$ cat config.mk
export PLATFORM = sky130hd
export DESIGN_NAME = inst_decoder_pipe_flat
export DESIGN_NICKNAME = d
export VERILOG_FILES = /design/src/rtl/inst_decoder_pipe_if.sv /design/src/rtl/inst_decoder_pipe.sv /design/src/flat_wrapper.sv
export SDC_FILE = /design/constraint.sdc
export NUM_CORES = 1
export LEC_CHECK = 0
export ABC_CLOCK_PERIOD_IN_PS = 2680
export BUFFER_PORTS_ARGS = -buffer_cell sky130_fd_sc_hd__buf_4
export CAP_MARGIN = 20
export CORE_MARGIN = 5
export CORE_UTILIZATION = 57
export CTS_BUF_LIST = sky130_fd_sc_hd__clkbuf_8
export CTS_CLUSTER_SIZE = 25
export DETAILED_ROUTE_END_ITERATION = 10
export PLACE_DENSITY = 0.93
export SYNTH_ARGS = -nofsm -noshare
export SYNTH_HDL_FRONTEND = slang
export SYNTH_SLANG_ARGS = --single-unit
$ cat constraint.sdc
create_clock -name clk -period 2.68 [get_ports clk]
set_clock_uncertainty 0.15 [all_clocks]
set_input_delay 0.67 -clock clk [delete_from_list [all_inputs] [get_ports clk]]
set_output_delay 0.67 -clock clk [all_outputs]
set_load 0.005 [all_outputs]
$ cat src/rtl/inst_decoder_pipe_if.sv
// Instruction-decoder stream interface.
// Carries the incoming instruction stream (inst_valid/inst_ready/inst) and the
// decoded output beat (out_valid/out_ready plus decoded control fields).
//   master : instruction source and decoded-beat consumer (fetch/ALU side)
//   slave  : the decoder itself
interface inst_decoder_pipe_if #(
  parameter int unsigned REG_AW = 2
);
  localparam int unsigned IW = 4 + REG_AW;

  logic              inst_valid;
  logic              inst_ready;
  logic [IW-1:0]     inst;
  logic              out_valid;
  logic              out_ready;
  logic [2:0]        op;
  logic [REG_AW-1:0] a;
  logic              ce_reg;
  logic              ce_a;
  logic              ce_cy;
  logic              imm_sel;
  logic              jump;
  logic [IW-1:0]     imm;

  modport master (
    output inst_valid, inst, out_ready,
    input  inst_ready, out_valid, op, a, ce_reg, ce_a, ce_cy, imm_sel, jump, imm
  );

  modport slave (
    input  inst_valid, inst, out_ready,
    output inst_ready, out_valid, op, a, ce_reg, ce_a, ce_cy, imm_sel, jump, imm
  );
endinterface

$ cat src/rtl/inst_decoder_pipe.sv
// Registered, handshaked instruction decoder for the accumulator machine.
// Decodes single-word ALU ops into opcode, register address and write enables,
// and handles the two-word instructions LDI/JMP (opcode word then operand word)
// plus HALT. One output register, no skid buffer.
// Ports:
//   clk      : clock, all state on rising edge
//   rst      : asynchronous, active-high reset
//   bus      : inst_decoder_pipe_if.slave (instruction stream in, decoded beat out)
//   halted   : HALT executed; cleared only by rst
//   inst_cnt : (only with DECODER_PERF_EN defined) saturating count of consumed beats
// Optional feature macro: DECODER_PERF_EN.
module inst_decoder_pipe #(
  parameter int unsigned REG_AW   = 2,
  parameter bit          NOP_PASS = 1'b1
) (
  input  logic                clk,
  input  logic                rst,
  inst_decoder_pipe_if.slave  bus,
`ifdef DECODER_PERF_EN
  output logic [15:0]         inst_cnt,
`endif
  output logic                halted
);
  localparam int unsigned IW = 4 + REG_AW;

  typedef enum logic [1:0] {StOp, StImm, StHalt} state_e;

  state_e            state_q;
  logic              is_jmp_q;  // pending two-word instruction is JMP (else LDI)
  logic              out_valid_q;
  logic [2:0]        op_q;
  logic [REG_AW-1:0] a_q;
  logic              ce_reg_q;
  logic              ce_a_q;
  logic              ce_cy_q;
  logic              imm_sel_q;
  logic              jump_q;
  logic [IW-1:0]     imm_q;
  logic              halted_q;

  logic              inst_ready;
  logic              accept;
  logic              beat_taken;
  logic              is_class_f;
  logic [1:0]        sub_op;
  logic [2:0]        dec_op;
  logic [REG_AW-1:0] dec_a;
  logic              dec_ce_reg;
  logic              dec_ce_a;
  logic              dec_ce_cy;

  // Held low during reset so nothing is accepted while rst is asserted.
  assign inst_ready = !rst && (state_q != StHalt) && (!out_valid_q || bus.out_ready);
  assign accept     = bus.inst_valid && inst_ready;
  assign beat_taken = out_valid_q && bus.out_ready;

  always_comb begin
    is_class_f = (bus.inst[IW-1 -: 4] == 4'b1111);
    sub_op     = bus.inst[1:0];
    dec_op     = bus.inst[IW-2 -: 3];
    dec_a      = bus.inst[REG_AW-1:0];
    dec_ce_reg = (bus.inst[IW-1 -: 4] == 4'b0111);
    dec_ce_a   = (dec_op != 3'b111);
    dec_ce_cy  = (dec_op[2:1] != 2'b11);
  end

  always_ff @(posedge clk or posedge rst) begin
    if (rst) begin
      state_q     <= StOp;
      is_jmp_q    <= 1'b0;
      out_valid_q <= 1'b0;
      op_q        <= 3'b000;
      a_q         <= '0;
      ce_reg_q    <= 1'b0;
      ce_a_q      <= 1'b0;
      ce_cy_q     <= 1'b0;
      imm_sel_q   <= 1'b0;
      jump_q      <= 1'b0;
      imm_q       <= '0;
      halted_q    <= 1'b0;
    end else begin
      // A consumed beat clears; overridden below if a new beat is produced.
      if (beat_taken) out_valid_q <= 1'b0;

      if (accept) begin
        unique case (state_q)
          StOp: begin
            if (is_class_f) begin
              unique case (sub_op)
                2'd0: begin
                  if (NOP_PASS) begin
                    out_valid_q <= 1'b1;
                    op_q        <= 3'b000;
                    a_q         <= '0;
                    ce_reg_q    <= 1'b0;
                    ce_a_q      <= 1'b0;
                    ce_cy_q     <= 1'b0;
                    imm_sel_q   <= 1'b0;
                    jump_q      <= 1'b0;
                    imm_q       <= '0;
                  end
                end
                2'd1, 2'd2: begin
                  is_jmp_q <= (sub_op == 2'd2);
                  state_q  <= StImm;
                end
                2'd3: begin
                  halted_q <= 1'b1;
                  state_q  <= StHalt;
                end
              endcase
            end else begin
              out_valid_q <= 1'b1;
              op_q        <= dec_op;
              a_q         <= dec_a;
              ce_reg_q    <= dec_ce_reg;
              ce_a_q      <= dec_ce_a;
              ce_cy_q     <= dec_ce_cy;
              imm_sel_q   <= 1'b0;
              jump_q      <= 1'b0;
              imm_q       <= '0;
            end
          end
          StImm: begin
            // Operand word is passed through verbatim, never decoded.
            out_valid_q <= 1'b1;
            op_q        <= is_jmp_q ? 3'b000 : 3'b110;
            a_q         <= '0;
            ce_reg_q    <= 1'b0;
            ce_a_q      <= !is_jmp_q;
            ce_cy_q     <= 1'b0;
            imm_sel_q   <= !is_jmp_q;
            jump_q      <= is_jmp_q;
            imm_q       <= bus.inst;
            state_q     <= StOp;
          end
          default: state_q <= state_q;
        endcase
      end
    end
  end

  assign bus.inst_ready = inst_ready;
  assign bus.out_valid  = out_valid_q;
  assign bus.op         = op_q;
  assign bus.a          = a_q;
  assign bus.ce_reg     = ce_reg_q;
  assign bus.ce_a       = ce_a_q;
  assign bus.ce_cy      = ce_cy_q;
  assign bus.imm_sel    = imm_sel_q;
  assign bus.jump       = jump_q;
  assign bus.imm        = imm_q;
  assign halted         = halted_q;

`ifdef DECODER_PERF_EN
  logic [15:0] inst_cnt_q;

  always_ff @(posedge clk or posedge rst) begin
    if (rst) begin
      inst_cnt_q <= 16'h0000;
    end else if (beat_taken && (inst_cnt_q != 16'hFFFF)) begin
      inst_cnt_q <= inst_cnt_q + 16'h0001;
    end
  end

  assign inst_cnt = inst_cnt_q;
`else
  // No beat counter in this build.
`endif
endmodule

$ cat src/flat_wrapper.sv
// flat-port wrapper written by rule: the top's interface ports become plain ports
module inst_decoder_pipe_flat 
#(
  parameter int unsigned REG_AW   = 2,
  parameter bit          NOP_PASS = 1'b1
)
  (clk, rst, halted, bus_inst_valid, bus_inst, bus_out_ready, bus_inst_ready, bus_out_valid, bus_op, bus_a, bus_ce_reg, bus_ce_a, bus_ce_cy, bus_imm_sel, bus_jump, bus_imm);
  inst_decoder_pipe_if #(.REG_AW(REG_AW)) bus_i ();
  input  logic clk;
  input  logic rst;
  output logic halted;
  input wire logic [$bits(bus_i.inst_valid)-1:0] bus_inst_valid;
  input wire logic [$bits(bus_i.inst)-1:0] bus_inst;
  input wire logic [$bits(bus_i.out_ready)-1:0] bus_out_ready;
  output wire logic [$bits(bus_i.inst_ready)-1:0] bus_inst_ready;
  output wire logic [$bits(bus_i.out_valid)-1:0] bus_out_valid;
  output wire logic [$bits(bus_i.op)-1:0] bus_op;
  output wire logic [$bits(bus_i.a)-1:0] bus_a;
  output wire logic [$bits(bus_i.ce_reg)-1:0] bus_ce_reg;
  output wire logic [$bits(bus_i.ce_a)-1:0] bus_ce_a;
  output wire logic [$bits(bus_i.ce_cy)-1:0] bus_ce_cy;
  output wire logic [$bits(bus_i.imm_sel)-1:0] bus_imm_sel;
  output wire logic [$bits(bus_i.jump)-1:0] bus_jump;
  output wire logic [$bits(bus_i.imm)-1:0] bus_imm;
  assign bus_i.inst_valid = bus_inst_valid;
  assign bus_i.inst = bus_inst;
  assign bus_i.out_ready = bus_out_ready;
  assign bus_inst_ready = bus_i.inst_ready;
  assign bus_out_valid = bus_i.out_valid;
  assign bus_op = bus_i.op;
  assign bus_a = bus_i.a;
  assign bus_ce_reg = bus_i.ce_reg;
  assign bus_ce_a = bus_i.ce_a;
  assign bus_ce_cy = bus_i.ce_cy;
  assign bus_imm_sel = bus_i.imm_sel;
  assign bus_jump = bus_i.jump;
  assign bus_imm = bus_i.imm;
  inst_decoder_pipe #(.REG_AW(REG_AW), .NOP_PASS(NOP_PASS)) u_core (.clk(clk), .rst(rst), .bus(bus_i), .halted(halted));
endmodule
Yosys cells after proc, flatten, opt, wreduce, memory -nomap -nowiden:

Index checks and enable logic that the tools add are counted.

* word-level logic and storage cells: 68
* register bits after elaboration: 21
* input bits: 10
* output and inout port bits: 19

* mux-type cells: 28
* reductions and logical operators: 16
* equality and inequality tests: 12

Operators with widths (count)
* 6-bit 2-to-1 mux: 2
* 1-bit one-hot mux with 2 select lines: 6
* 2-bit one-hot mux with 2 select lines: 3
* 6-bit one-hot mux with 2 select lines: 1
* 4-bit AND reduction: 3
* 1-bit 2-to-1 mux: 9
* 3-bit 2-to-1 mux: 3
* 3-bit != test (second input constant): 3
* 2-bit 2-to-1 mux: 3
* 3-bit one-hot mux with 2 select lines: 1
* 2-bit by 1-bit == test with 1-bit output (second input constant): 2
* 2-bit == test (second input constant): 2
* 4-bit by 3-bit == test with 1-bit output (second input constant): 1
* 4-bit == test (second input constant): 1
* 1-bit logical AND: 4
* 2-bit logical NOT: 2
* 2-bit != test (second input constant): 2
* 1-bit logical NOT: 3
* 3-bit AND reduction: 1
* 2-bit by 1-bit != test with 1-bit output (second input constant): 1
* 2-bit nonzero test: 1
* 2-bit OR reduction: 1
* 1-bit logical OR: 1

Logic depth before layout (Yosys ltp):

* depth in word-level cells: 6
* gate-level depth with buffers: 6
* depth with buffers taken out: 4

Least setup slack after synthesis:

Ideal clock, no wire load.

* path type: input-to-reg
* from: input port rst
* to: register u_core.ce_a_q, in the netlist u_core.bus.ce_a
* path slack: 0.431 ns
* setup time: 0.125 ns
* path buffers: 1
* stages: 5
* data required time: 2.405 ns
* data arrival time: 1.974 ns
* path through: inv_1 and4b_1 buf_2 o31ai_4 mux2_2

* cells in the longest elaborated chain, start to end: 5

Ends and longest elaborated chain
* from (decl): line flat_wrapper.sv:10 `input logic rst;`
* 1-bit logical NOT (no line)
* 1-bit logical AND (2 in series): line inst_decoder_pipe.sv:53 `assign inst_ready = !rst && (state_q != StHalt) && (!out_valid_q || bus.out_ready);`
* 1-bit logical AND: line inst_decoder_pipe.sv:54 `assign accept = bus.inst_valid && inst_ready;`
* 3-bit AND reduction (no line)
* to (signal assigned): line inst_decoder_pipe.sv:130 `ce_a_q <= !is_jmp_q;`
* to (decl): line inst_decoder_pipe.sv:34 `logic ce_a_q;`

Every way passes these cells.
A chain may end at the register's enable or synchronous reset.

Final worst setup path:

* from: input port bus_inst[0]
* to: register u_core.op_q[2], in the netlist u_core.bus.op[2]

* cells in the longest elaborated chain, start to end: 3

Ends and longest elaborated chain
* from (decl): line flat_wrapper.sv:13 `input wire logic [$bits(bus_i.inst)-1:0] bus_inst;`
* 2-bit logical NOT: line inst_decoder_pipe.sv:89 `unique case (sub_op)`
* 3-bit != test (no line)
* 3-bit AND reduction (no line)
* to (signal assigned): line inst_decoder_pipe.sv:114 `op_q <= dec_op;`
* to (signal assigned): line inst_decoder_pipe.sv:127 `op_q <= is_jmp_q ? 3'b000 : 3'b110;`
* to (decl): line inst_decoder_pipe.sv:31 `logic [2:0] op_q;`

Every way passes these cells.

==> qor.yml <==
finish:
  n_fill_cell: 119
  fin_area_um2: 1319
  drive_above_1_share: 0.3386
  num-nets-final: 142
  final_common_cell: "buf_4"
  largest_reg_flops: 6
  diodes: 0
  syn_to_final_growth_pct: 28.85
  final_cell_mix: "buf_4 (32), dfrtp_1 (21), inv_1 (16)"
  final_util: 0.7722
routing:
  drtIter0Drc: 8
  viasPerCell: 5.132
  vias: 780
  wirelength_mm: 2.089
  drcViolationCount: 0
  avgRoutedWirePerCell_um: 13.74
  first_pass_iters: 4
  postRouteAntennaNets: 0
outcome:
  status: "complete, no violations"
synth:
  syn-instance-count: 94
  synthXorXnorAreaFrac: 0
  synth-simple-area-share: 0.1320
  synth-compound-area-share: 0.05623
  synth_top_area_frac: 0.5134
  synth_top_family_by_area: "multiplexers"
  synth_cell_types: 20
  ys_ff_latch: 21
  yosysSeqAreaShare: 0.5134
  synth.avg_cell_area_um2: 10.89
  syn-num-nets: 108
  yosys_warnings: 0
  yosys-top-cells-area: "dfrtp_1 (51%), mux2i_1 (11%), mux2_2 (6.6%)"
  syn_area_um2: 1023
  synth_mux_area_frac: 0.1736
  yosys.area_share.adder: 0.04890
  yosysTopAreaCell: "dfrtp_1"
floorplan:
  initial_core_util: 0.5993
  die_w_um: 52.38
  rows: 15
  ioPinCount: 29
  die_h_um: 52.38
  core_area_um2: 1708
  dieArea_um2: 2743
sta:
  fin_crit_sh: 0.7609
  timing.setup.tns_ps: 0
  fmax_ghz: 0.4904
  rsz0062_at_grt: "false"
  slew_viol_final: 0
  slew_headroom: 0.5167
  final_hold_viol_count: 0
  setup-violations-final: 0
  tightest_slew_ps: 723.4
  period_minus_slack_ps: 2039
critical_path:
  worstPathRequired_ps: 2710
  path_class: "in -> reg"
  start_kind: "input port"
  crit_fanout: 9
  crit_arrival_ps: 2070
  cp-end-kind: "flip-flop"
clocking:
  cts-htree-levels: 1
  cts_setup_buffers: 0
  clock_latency_ps: 260
  hold_buffers: 0
  cts_tree: "yes"
  tritoncts.num_buffers: 3
  clock-sinks: 21
  clock_path_buffers: 2
  root_buffer: "clkbuf_8"
  postCtsResizedCells: 0
  clk_pin_slew_ps: 70
pwr:
  p_switching_mw: 0.1914
  p_per_area_nw_per_um2: 554.8
  internal_power_mw: 0.5402
  combPwrFrac: 0.211
  peakVddDrop_mv: 0.3896
  power_frac_clock: 0.279
  leakage_nw: 0.7274
  swShare: 0.2616
  seq_power_share: 0.510
global_routing:
  grt_pass1_vias: 790
  grt_start_max_net_pins: 13
  grt_pass1_wl_mm: 3.636
  grt_use_total: 0.1817
  grt_antenna_before_repair: 0
  grt_overflow_total: 0
placed_design:
  place.detailed.hpwl_mm: 1.688
  portBuffers: 28
  dpl-instance-area_um2: 1274
  routabilityCongestion: 0.7877
run:
  cap_violations: 0
min_path:
  holdCritPathClass: "in -> async"
-- routing by layer --
layer | global-route usage | routed length, um | vias to the layer above | part of all wire
met1 | 0.2364 | 879 | 385 | 0.42
met4 | 0.1191 | 80 | 0 | 0.038
met3 | 0.01709 | 72 | 7 | 0.034
met2 | 0.2851 | 1057 | 20 | 0.51
li1 | - | - | 368 | -
met5 | 0 | 0 | - | 0
-- cell families after synthesis --
kind of cell    after synthesis
simple gates                 27
flops                        21
buf+inv                      18
mux                          17
compound gates                7
fa+ha+maj                     4
-- synth_stat cells --
cell and count:
o21bai_1 1, nand4_2 1, buf_6 1, nor2_1 3, nand2b_1 2, mux2i_1 11
mux2_2 6, nor2b_1 2, a21oi_1 4, o31ai_4 1, and4b_1 1, inv_1 15
dfrtp_1 21, buf_2 2, nand3_1 3, and2_1 1, nor3_1 2, ha_1 4
o32ai_1 1, nand2_1 12
-- cell type report --
type                    instances  area, um^2  area share
clock buffers                   3       41.29     0.03131
clock inverters                 1       3.754    0.002846
inverters                      15       56.30     0.04269
multi-input cells              55       420.4      0.3188
flip-flops and latches         21       525.5      0.3985
well taps                      25       31.28     0.02372
repair buffers                 32       240.2      0.1822
-- worst max-delay path, cell delays in order --
cell and delay, ps:
buf_4 110, inv_1 70, ha_1 230, o31ai_4 360
buf_4 260, buf_4 180, mux2i_1 200
-- path summary, 6_finish.rpt --
path,slack (ps),to,depth (start not counted),start
worst max-delay path,640,u_core.bus.op[2]$_DFFE_PP0P_,7,bus_inst[0]
worst min-delay path,310,u_core.bus.op[1]$_DFFE_PP0P_,3,rst
worst max register to register,810,u_core.bus.op[1]$_DFFE_PP0P_,4,u_core.state_q[0]$_DFFE_PP0P_
worst min register to register,320,u_core.halted$_DFFE_PP0P_,1,u_core.halted$_DFFE_PP0P_
max in group asynchronous,1900,u_core.bus.op[0]$_DFFE_PP0P_,3,rst
min in group clk,320,u_core.halted$_DFFE_PP0P_,1,u_core.halted$_DFFE_PP0P_
-- power by group through the flow --
| stage | logic [mW] | registers (mW) | clock network (mW) |
|---|---|---|---|
| 2_1_floorplan | 0.0677 | 0.380 | 0 |
| 3_3_place_gp | 0.150 | 0.377 | 0 |
| 3_5_place_dp | 0.157 | 0.379 | 0 |
| 4_1_cts | 0.157 | 0.374 | 0.208 |
| 5_1_grt | 0.170 | 0.379 | 0.232 |
| 6_report | 0.155 | 0.373 | 0.204 |
-- per-stage QoR --
stage | cells | hold slack, ps | setup WS (ps) | power (mW)
final | 152 | 309.5 | 640.7 | 0.7316
after global routing | 152 | 326.5 | 569.2 | 0.7805
after CTS | 152 | 317.3 | 642.6 | 0.7392
after detailed placement | 148 | 303.6 | 372.0 | 0.5360
after global placement | 148 | 301.7 | 436.9 | 0.5271
after floorplan | 94 | 309.0 | 431.5 | 0.4476
Note: power is estimated with default switching activity, not from simulation.
